--- src/rtl/andla_fme0_loop_sched.sv ---
// Loop-nest scheduler for FME0: walks oc > oh > ow > kh > kw and issues one
// address command per kernel tap, built from incremental base registers.
module andla_fme0_loop_sched #(
    parameter int unsigned DIM_BW  = 16,
    parameter int unsigned ADDR_BW = 32
) (
    input  logic               clk,
    input  logic               rst_n,
    input  logic               rf_fme0_sfence,
    input  logic [DIM_BW-1:0]  rf_fme0_om_ow,
    input  logic [DIM_BW-1:0]  rf_fme0_om_oh,
    input  logic [DIM_BW-1:0]  rf_fme0_om_oc,
    input  logic [DIM_BW-1:0]  rf_fme0_im_ic,
    input  logic [7:0]         rf_fme0_im_kernel,
    input  logic [3:0]         rf_fme0_im_stride,
    input  logic [ADDR_BW-1:0] rf_fme0_im_addr_init,
    input  logic [ADDR_BW-1:0] rf_fme0_kr_addr_init,
    input  logic [ADDR_BW-1:0] rf_fme0_om_addr_init,
    input  logic [ADDR_BW-1:0] rf_fme0_im_alignment_iciw,
    input  logic [ADDR_BW-1:0] rf_fme0_om_alignment_ocow,
    input  logic [ADDR_BW-1:0] rf_fme0_alignment_kckwkh,
    input  logic [ADDR_BW-1:0] rf_fme0_alignment_kckw,
    output logic               cmd_valid,
    input  logic               cmd_ready,
    output logic [ADDR_BW-1:0] cmd_im_addr,
    output logic [ADDR_BW-1:0] cmd_kr_addr,
    output logic [ADDR_BW-1:0] cmd_om_addr,
    output logic               cmd_last_tap,
    output logic               busy,
    output logic               done,
    output logic               rf_fme0_except_trigger
);

    typedef enum logic [1:0] {IDLE, RUN, DONE} state_t;
    state_t state, state_nxt;

    logic [DIM_BW-1:0]  ow_max, oh_max, oc_max;
    logic [3:0]         kw_max, kh_max;
    logic [ADDR_BW-1:0] ic_q, iciw_q, ocow_q, kckwkh_q, kckw_q, om_oc_q;
    logic [ADDR_BW-1:0] step_col, step_row, im_init_q;

    logic [DIM_BW-1:0]  ow_cnt, oh_cnt, oc_cnt;
    logic [3:0]         kw_cnt, kh_cnt;

    logic [ADDR_BW-1:0] im_row_base, im_pix_base, im_kh_base, im_addr;
    logic [ADDR_BW-1:0] kr_oc_base, kr_kh_base, kr_addr;
    logic [ADDR_BW-1:0] om_oc_base, om_row_base, om_addr;

    logic except_q, except_hold;
    logic cfg_illegal, start, exc_req, fire;
    logic kw_wrap, kh_wrap, ow_wrap, oh_wrap, oc_wrap, final_tap;

    // Stride is at most 4 bits, so S*pitch is a fixed four-term shift-add.
    function automatic logic [ADDR_BW-1:0] scale4(input logic [ADDR_BW-1:0] v,
                                                  input logic [3:0] s);
        logic [ADDR_BW-1:0] acc;
        acc = '0;
        for (int unsigned i = 0; i < 4; i++)
            if (s[i]) acc = acc + (v << i);
        return acc;
    endfunction

    assign cfg_illegal = (rf_fme0_om_ow == '0) || (rf_fme0_om_oh == '0) ||
                         (rf_fme0_om_oc == '0) || (rf_fme0_im_kernel[3:0] == '0) ||
                         (rf_fme0_im_kernel[7:4] == '0) || (rf_fme0_im_stride == '0);
    assign start   = rf_fme0_sfence && (state == IDLE) && !cfg_illegal;
    assign exc_req = rf_fme0_sfence && ((state != IDLE) || cfg_illegal);
    assign fire    = (state == RUN) && cmd_ready;

    assign kw_wrap   = (kw_cnt == kw_max);
    assign kh_wrap   = (kh_cnt == kh_max);
    assign ow_wrap   = (ow_cnt == ow_max);
    assign oh_wrap   = (oh_cnt == oh_max);
    assign oc_wrap   = (oc_cnt == oc_max);
    assign final_tap = fire && kw_wrap && kh_wrap && ow_wrap && oh_wrap && oc_wrap;

    always_ff @(posedge clk or negedge rst_n) begin
        if (!rst_n) state <= IDLE;
        else        state <= state_nxt;
    end

    always_comb begin
        state_nxt = state;
        case (state)
            IDLE:    if (start) state_nxt = RUN;
            RUN:     if (final_tap) state_nxt = DONE;
            DONE:    state_nxt = IDLE;
            default: state_nxt = IDLE;
        endcase
    end

    // An exception that would land on the done cycle is deferred by one cycle
    // so the two pulses never overlap.
    always_ff @(posedge clk or negedge rst_n) begin
        if (!rst_n) begin
            except_q    <= 1'b0;
            except_hold <= 1'b0;
        end else begin
            except_hold <= exc_req && (state_nxt == DONE);
            except_q    <= (exc_req && (state_nxt != DONE)) || except_hold;
        end
    end

    always_ff @(posedge clk or negedge rst_n) begin
        if (!rst_n) begin
            ow_max      <= '0;
            oh_max      <= '0;
            oc_max      <= '0;
            kw_max      <= '0;
            kh_max      <= '0;
            ic_q        <= '0;
            iciw_q      <= '0;
            ocow_q      <= '0;
            kckwkh_q    <= '0;
            kckw_q      <= '0;
            om_oc_q     <= '0;
            step_col    <= '0;
            step_row    <= '0;
            im_init_q   <= '0;
            ow_cnt      <= '0;
            oh_cnt      <= '0;
            oc_cnt      <= '0;
            kw_cnt      <= '0;
            kh_cnt      <= '0;
            im_row_base <= '0;
            im_pix_base <= '0;
            im_kh_base  <= '0;
            im_addr     <= '0;
            kr_oc_base  <= '0;
            kr_kh_base  <= '0;
            kr_addr     <= '0;
            om_oc_base  <= '0;
            om_row_base <= '0;
            om_addr     <= '0;
        end else if (start) begin
            ow_max      <= rf_fme0_om_ow - 1'b1;
            oh_max      <= rf_fme0_om_oh - 1'b1;
            oc_max      <= rf_fme0_om_oc - 1'b1;
            kw_max      <= rf_fme0_im_kernel[3:0] - 4'd1;
            kh_max      <= rf_fme0_im_kernel[7:4] - 4'd1;
            ic_q        <= ADDR_BW'(rf_fme0_im_ic);
            iciw_q      <= rf_fme0_im_alignment_iciw;
            ocow_q      <= rf_fme0_om_alignment_ocow;
            kckwkh_q    <= rf_fme0_alignment_kckwkh;
            kckw_q      <= rf_fme0_alignment_kckw;
            om_oc_q     <= ADDR_BW'(rf_fme0_om_oc);
            step_col    <= scale4(ADDR_BW'(rf_fme0_im_ic), rf_fme0_im_stride);
            step_row    <= scale4(rf_fme0_im_alignment_iciw, rf_fme0_im_stride);
            im_init_q   <= rf_fme0_im_addr_init;
            ow_cnt      <= '0;
            oh_cnt      <= '0;
            oc_cnt      <= '0;
            kw_cnt      <= '0;
            kh_cnt      <= '0;
            im_row_base <= rf_fme0_im_addr_init;
            im_pix_base <= rf_fme0_im_addr_init;
            im_kh_base  <= rf_fme0_im_addr_init;
            im_addr     <= rf_fme0_im_addr_init;
            kr_oc_base  <= rf_fme0_kr_addr_init;
            kr_kh_base  <= rf_fme0_kr_addr_init;
            kr_addr     <= rf_fme0_kr_addr_init;
            om_oc_base  <= rf_fme0_om_addr_init;
            om_row_base <= rf_fme0_om_addr_init;
            om_addr     <= rf_fme0_om_addr_init;
        end else if (fire) begin
            if (!kw_wrap) begin
                kw_cnt  <= kw_cnt + 4'd1;
                im_addr <= im_addr + ic_q;
                kr_addr <= kr_addr + ic_q;
            end else begin
                kw_cnt <= '0;
                if (!kh_wrap) begin
                    kh_cnt     <= kh_cnt + 4'd1;
                    im_kh_base <= im_kh_base + iciw_q;
                    im_addr    <= im_kh_base + iciw_q;
                    kr_kh_base <= kr_kh_base + kckw_q;
                    kr_addr    <= kr_kh_base + kckw_q;
                end else begin
                    kh_cnt     <= '0;
                    kr_kh_base <= kr_oc_base;
                    kr_addr    <= kr_oc_base;
                    if (!ow_wrap) begin
                        ow_cnt      <= ow_cnt + 1'b1;
                        im_pix_base <= im_pix_base + step_col;
                        im_kh_base  <= im_pix_base + step_col;
                        im_addr     <= im_pix_base + step_col;
                        om_addr     <= om_addr + om_oc_q;
                    end else begin
                        ow_cnt <= '0;
                        if (!oh_wrap) begin
                            oh_cnt      <= oh_cnt + 1'b1;
                            im_row_base <= im_row_base + step_row;
                            im_pix_base <= im_row_base + step_row;
                            im_kh_base  <= im_row_base + step_row;
                            im_addr     <= im_row_base + step_row;
                            om_row_base <= om_row_base + ocow_q;
                            om_addr     <= om_row_base + ocow_q;
                        end else begin
                            oh_cnt      <= '0;
                            im_row_base <= im_init_q;
                            im_pix_base <= im_init_q;
                            im_kh_base  <= im_init_q;
                            im_addr     <= im_init_q;
                            // Later assignments override the kh-level reload above.
                            if (!oc_wrap) begin
                                oc_cnt      <= oc_cnt + 1'b1;
                                kr_oc_base  <= kr_oc_base + kckwkh_q;
                                kr_kh_base  <= kr_oc_base + kckwkh_q;
                                kr_addr     <= kr_oc_base + kckwkh_q;
                                om_oc_base  <= om_oc_base + 1'b1;
                                om_row_base <= om_oc_base + 1'b1;
                                om_addr     <= om_oc_base + 1'b1;
                            end else begin
                                oc_cnt <= '0;
                            end
                        end
                    end
                end
            end
        end
    end

    assign cmd_valid              = (state == RUN);
    assign cmd_im_addr            = im_addr;
    assign cmd_kr_addr            = kr_addr;
    assign cmd_om_addr            = om_addr;
    assign cmd_last_tap           = (state == RUN) && kw_wrap && kh_wrap;
    assign busy                   = (state != IDLE);
    assign done                   = (state == DONE);
    assign rf_fme0_except_trigger = except_q;

endmodule

--- config.mk ---
export PLATFORM = sky130hd
export DESIGN_NAME = andla_fme0_loop_sched
export DESIGN_NICKNAME = d
export VERILOG_FILES = /design/src/rtl/andla_fme0_loop_sched.sv
export SDC_FILE = /design/constraint.sdc
export NUM_CORES = 2
export LEC_CHECK = 0
export CAP_MARGIN = 20
export CORE_MARGIN = 2
export CORE_UTILIZATION = 46
export DETAILED_ROUTE_END_ITERATION = 12
export PLACE_DENSITY = 0.71
export SLEW_MARGIN = 10
export SYNTH_ARGS = -nofsm -noshare
export SYNTH_HDL_FRONTEND = slang
export SYNTH_SLANG_ARGS = --single-unit
--- constraint.sdc ---
create_clock -name clk -period 3.77 [get_ports clk]
set_clock_uncertainty 0.1 [all_clocks]
set_input_delay 0.754 -clock clk [delete_from_list [all_inputs] [get_ports clk]]
set_output_delay 0.754 -clock clk [all_outputs]
set_load 0.02 [all_outputs]
* Word level (Yosys, flattened, before mapping)
Index checks and enable logic that the tools add are counted.
** Word-level totals
- Bits of input ports :: 304
- Register bits after elaboration :: 692
- Logic and storage cells :: 203
** Cells by class
- Reduce and logical (&&, ||, !) cells :: 41
- Mux-type cells :: 92
- Add/subtract/negate cells :: 26
- Equal/unequal tests :: 12
** Operator list (count)
- 2-to-1 mux 32 bit :: 63
- 2-to-1 mux 16 bit :: 19
- adder 32 bit :: 9
- adder 32 x 16 -> 32 bit :: 3
- adder 16 x 1 -> 16 bit, second input constant :: 3
- equality test 16 bit :: 3
- logical NOT 16 bit :: 3
- subtractor 16 x 1 -> 16 bit, second input constant :: 3
- adder 32 x 1 -> 32 bit, second input constant :: 1
- adder 32 x 17 -> 32 bit :: 1
- adder 32 x 18 -> 32 bit :: 1
- adder 32 x 19 -> 32 bit :: 1
- 2-to-1 mux 4 bit :: 7
- logical AND 1 bit :: 13
- logical NOT 4 bit :: 3
- nonzero test 2 bit :: 6
- AND reduction 5 bit :: 2
- adder 4 x 1 -> 4 bit, second input constant :: 2
- equality test 4 bit :: 2
- AND reduction 4 bit :: 2
- subtractor 4 x 1 -> 4 bit, second input constant :: 2
- logical OR 1 bit :: 7
- AND reduction 6 bit :: 1
- equality test 2 bit, second input constant :: 2
- 10 further kinds :: 12

* Logic depth before layout (Yosys ltp)
- Depth in word-level cells :: 17
- Gate-level depth with buffers :: 42
- Mapped depth without buffers :: 38

* Worst setup path after synthesis
Ideal clock, no wire load.
- Path type :: input to register
- Start point :: input rf_fme0_im_stride[0]
- End point :: register step_row[31]
- Buffers on the path :: 5
- Cell stages on the path :: 40
- Setup time :: 0.133 ns
- Required time :: 3.537 ns
- Setup slack :: -3.987 ns
- Arrival time :: 7.524 ns
- Path through :: buf_6 -> clkbuf_1 -> clkbuf_1 -> clkbuf_1 -> and2_1 -> ha_1 -> fa_1 -> nand3_1 -> o211ai_1 -> a311o_1 -> and2_4 -> nor2_4 -> o21ai_1 -> a31oi_2 -> o21bai_1 -> a211oi_1 -> o2bb2ai_1 -> ha_1 -> (+4 left out) -> nand3_1 -> xor2_1 -> and2_1 -> or2_2 -> ha_1 -> nand2_1 -> a2111oi_0 -> nor2b_1 -> a21oi_1 -> a31oi_1 -> a21o_1 -> a21oi_1 -> nor2b_1 -> o41ai_1 -> xnor2_1 -> nand2_1 -> xnor2_1 -> o21ai_0
** Between the ends
- Word-level cells in the longest chain between the ends :: 10
- Elaborated cells on any way between the ends :: 14
- Classes of those cells :: add/sub: 3; mux: 7; reduce/logical: 4
** RTL lines
- from (decl) :: RTL line 15 : input logic [3:0] rf_fme0_im_stride,
- 2-to-1 mux 32 bit :: RTL line 59 : if (s[i]) acc = acc + (v << i);
- 2-to-1 mux 32 bit :: RTL line 135 : end else if (start) begin
- adder 32 bit :: RTL line 59
- 2-to-1 mux 32 bit :: RTL line 59
- 2-to-1 mux 32 bit :: RTL line 135
- adder 32 bit :: RTL line 59
- 2-to-1 mux 32 bit :: RTL line 59
- 2-to-1 mux 32 bit :: RTL line 135
- adder 32 bit :: RTL line 59
- 2-to-1 mux 32 bit :: RTL line 59
- to (signal assigned) :: RTL line 148 : step_row <= scale4(rf_fme0_im_alignment_iciw, rf_fme0_im_stride);
- to (decl) :: RTL line 40 : logic [ADDR_BW-1:0] step_col, step_row, im_init_q;
Several ways; a longest one is shown, not always the timed one. The select of a mux whose other input is x is not followed.
A chain may end at the register's enable or synchronous reset.

* Worst setup path after layout
Ends and elaborated chain as after synthesis.

==> flow_metrics.py <==
metrics = {
    "clocking": {
        "cts_tree": "done",
        "postCtsHoldBufs": 0,
        "cts_root_buf": "clkbuf_16",
        "htreeDepth": 3,
        "cts_made_buffers": 80,
        "clock_sinks": 680,
        "clockBufferDepth": 3,
        "clkTransAtPathRegs_ns": 0.06,
        "clock_latency_ns": 0.67,
    },
    "floorplanning": {
        "ioPinCount": 405,
        "core_mm2": 0.111,
        "fp-row-count": 122,
        "start_util_pct": 46.4,
        "die_area_mm2": 0.114,
        "die_h_um": 338,
        "die_w_um": 338,
    },
    "sta": {
        "period_share_pct": 172,
        "hold_viol_final": 4,
        "finalSetupViolations": 46,
        "grt_setup_unrepaired": "yes",
        "fin_ws_ns": -2.70,
        "fmax_mhz": 155,
        "tightest_slew_ns": 0.826,
        "slew-limit-headroom_pct": 44.3,
        "fin_crit_ns": 6.47,
        "slew_violations": 0,
        "holdWs_ns": -0.0385,
    },
    "synth": {
        "yosys.area.top_type_share_pct": 33.1,
        "ys_seq_area_share_pct": 33.1,
        "ys.flop_type": "dfrtp_1",
        "avgSynthCellArea_um2": 7.89,
        "syn-cell-area_mm2": 0.0514,
        "synth_common_cells": "nand2_1 (1280), dfrtp_1 (680), o21ai_0 (618)",
        "synthArstFlopShare_pct": 100,
        "syn_inst": 6515,
        "ys_seq_elements": 680,
        "synth_cell_types": 90,
        "ys_warn_count": 0,
        "synth_top_area_cell": "dfrtp_1",
        "yosysMostFrequentCell": "nand2_1",
        "synth_edf_count": 0,
        "synth.area.top_cells": "dfrtp_1 (33%), nand2_1 (9.4%), ha_1 (8.9%)",
        "synth_nets": 7201,
    },
    "global_route": {
        "track_usage_pct": 32.5,
        "antenna_found_initial": 10,
        "grt_pass1_wl_um": 296000,
        "grt_pass1_vias": 52600,
        "grt.overflow.total": 0,
        "grt_max_degree": 87,
    },
    "hold_path": {
        "hold_class": "input pin to asynchronous set/reset pin",
    },
    "finish": {
        "drive_gt1_share_pct": 20.7,
        "nets": 8450,
        "area_growth_pct": 35.2,
        "final.fill_count": 9492,
        "post-route-util_pct": 62.8,
    },
    "run_status": {
        "violations": "hold timing, setup timing",
        "status": "complete, but fails checks",
    },
    "setup_path": {
        "cp-start-kind": "input pin",
        "crit_path_frequent_cell": "buf_4",
        "crit_path_max_incr_delay_ns": 0.40,
        "crit_type": "input pin to flop",
        "critPathCaptureType": "flop",
        "critPathSlowestCell": "fa_2",
        "worstPathRequired_ns": 4.22,
        "path_max_fanout": 6,
        "worstPathArrival_ns": 6.92,
    },
    "pwr": {
        "p_per_area_mw_per_mm2": 872,
        "power_leakage_nw": 32.6,
        "total_power_mw": 60.6,
        "ir_drop_uv": 491,
    },
    "placed_design": {
        "place.port_buffers": 404,
        "globalplace.congestion": 0.976,
        "hpwlAfterDp_um": 149000,
    },
    "drt": {
        "vias": 54100,
        "wl_per_cell_um": 20.9,
        "drt-total-wl_um": 195000,
        "drt_first_pass_iters": 6,
        "ant_nets": 0,
        "vias_per_cell": 5.80,
        "drc": 0,
        "first_iter_violations": 4914,
    },
    "job": {
        "cap_violations": 0,
    },
}
[worst max-delay path, delay by kind of cell]
kind	cells	cell delay [ns]
AND/OR/NAND/NOR	8	1.14
multiplexers	1	0.29
buffers and inverters	11	1.40
AO/OA/AOI/OAI	14	2.21
adder cells (fa/ha/maj)	3	0.78
XOR/XNOR	2	0.33
[cell families after synthesis]
group	share of synthesized area [%]
AOI/OAI and AO/OA	22.6
xor gates and xnor gates	7.90
adders and majority gates	9.52
buffers and inverters	3.81
DFF	33.1
muxes	2.11
and+or+nand+nor	21.0
[metal layers]
layer  global-route usage [%]  part of all wire (%)
met5                        0                 0.024
met4                     16.3                   5.7
met3                     4.81                   7.6
met2                     53.3                    46
met1                     41.9                    41
[report_power, final]
part / switching (mW) / internal (mW) / leakage, nW
Sequential: 3.35 / 10.6 / 8.27
Clock: 3.50 / 5.17 / 1.41
Combinational: 20.9 / 17.1 / 22.9
Total: 27.7 / 32.9 / 32.6
[path summary, 6_finish.rpt]
path,start,to,slack [ns],cells after the start
max in group asynchronous,rst_n,ow_max[11]$_DFFE_PN0P_,2.49,3
min,rst_n,kckw_q[26]$_DFFE_PN0P_,-0.04,1
min in group clk,except_hold$_DFF_PN0_,rf_fme0_except_trigger$_DFF_PN0_,0.35,1
max,rf_fme0_im_stride[0],step_row[31]$_DFFE_PN0P_,-2.70,39
max reg2reg,kckwkh_q[1]$_DFFE_PN0P_,cmd_kr_addr[30]$_DFFE_PN0P_,-0.02,18
min reg2reg,except_hold$_DFF_PN0_,rf_fme0_except_trigger$_DFF_PN0_,0.35,1
[through the flow]
step,setup TNS (ns),instance area [µm²],setup slack (ns),cells,hold slack [ns]
floorplan,-83.94,52000,-3.39,6515,0.317
global placement,-600.72,64400,-3.97,9081,0.327
detailed placement,-604.31,64400,-3.97,9081,0.329
CTS,-71.98,68200,-2.59,9284,0.0101
global route,-90.62,69500,-3.09,9323,0.0275
finish,-73.06,69500,-2.70,9327,-0.0385
[cell usage in the layout, fill, tap and decap left out, types with 43 or more instances in the layout]
master	n
nand2_1	1270
buf_4	1006
dfrtp_1	680
nor2_1	532
o21ai_0	532
a21oi_1	470
clkdlybuf4s50_1	383
ha_1	332
xnor2_1	242
xor2_1	207
inv_1	172
a21o_1	169
nand3_1	132
nor3_1	100
clkbuf_16	87
a21oi_2	79
o21ai_1	71
mux2i_1	67
and3_1	66
a31oi_1	63
o21a_1	53
nor2b_1	48
o211ai_1	48
o31ai_1	47
nand4_1	44
a211oi_1	43
[timing repair]
action                                  4_1_cts  5_1_grt
pin swaps                                    85      136
buffers inserted                             55       36
gates resized for setup                     149      238
endpoints found under the hold margin         0        0
gates cloned                                  0        6
endpoints found under the setup margin      483      307
[cell type report]
cell class	count	area [µm²]	area share, %
inverters	181	679	0.978
diodes	8	20.0	0.0288
multi-input cells	5346	34200	49.3
repair buffers	1475	12700	18.3
well taps	1488	1860	2.68
clock inverters	42	591	0.850
clock buffers	107	2310	3.33
flip-flops and latches	680	17000	24.5
Power figures use the tool's default switching activity.
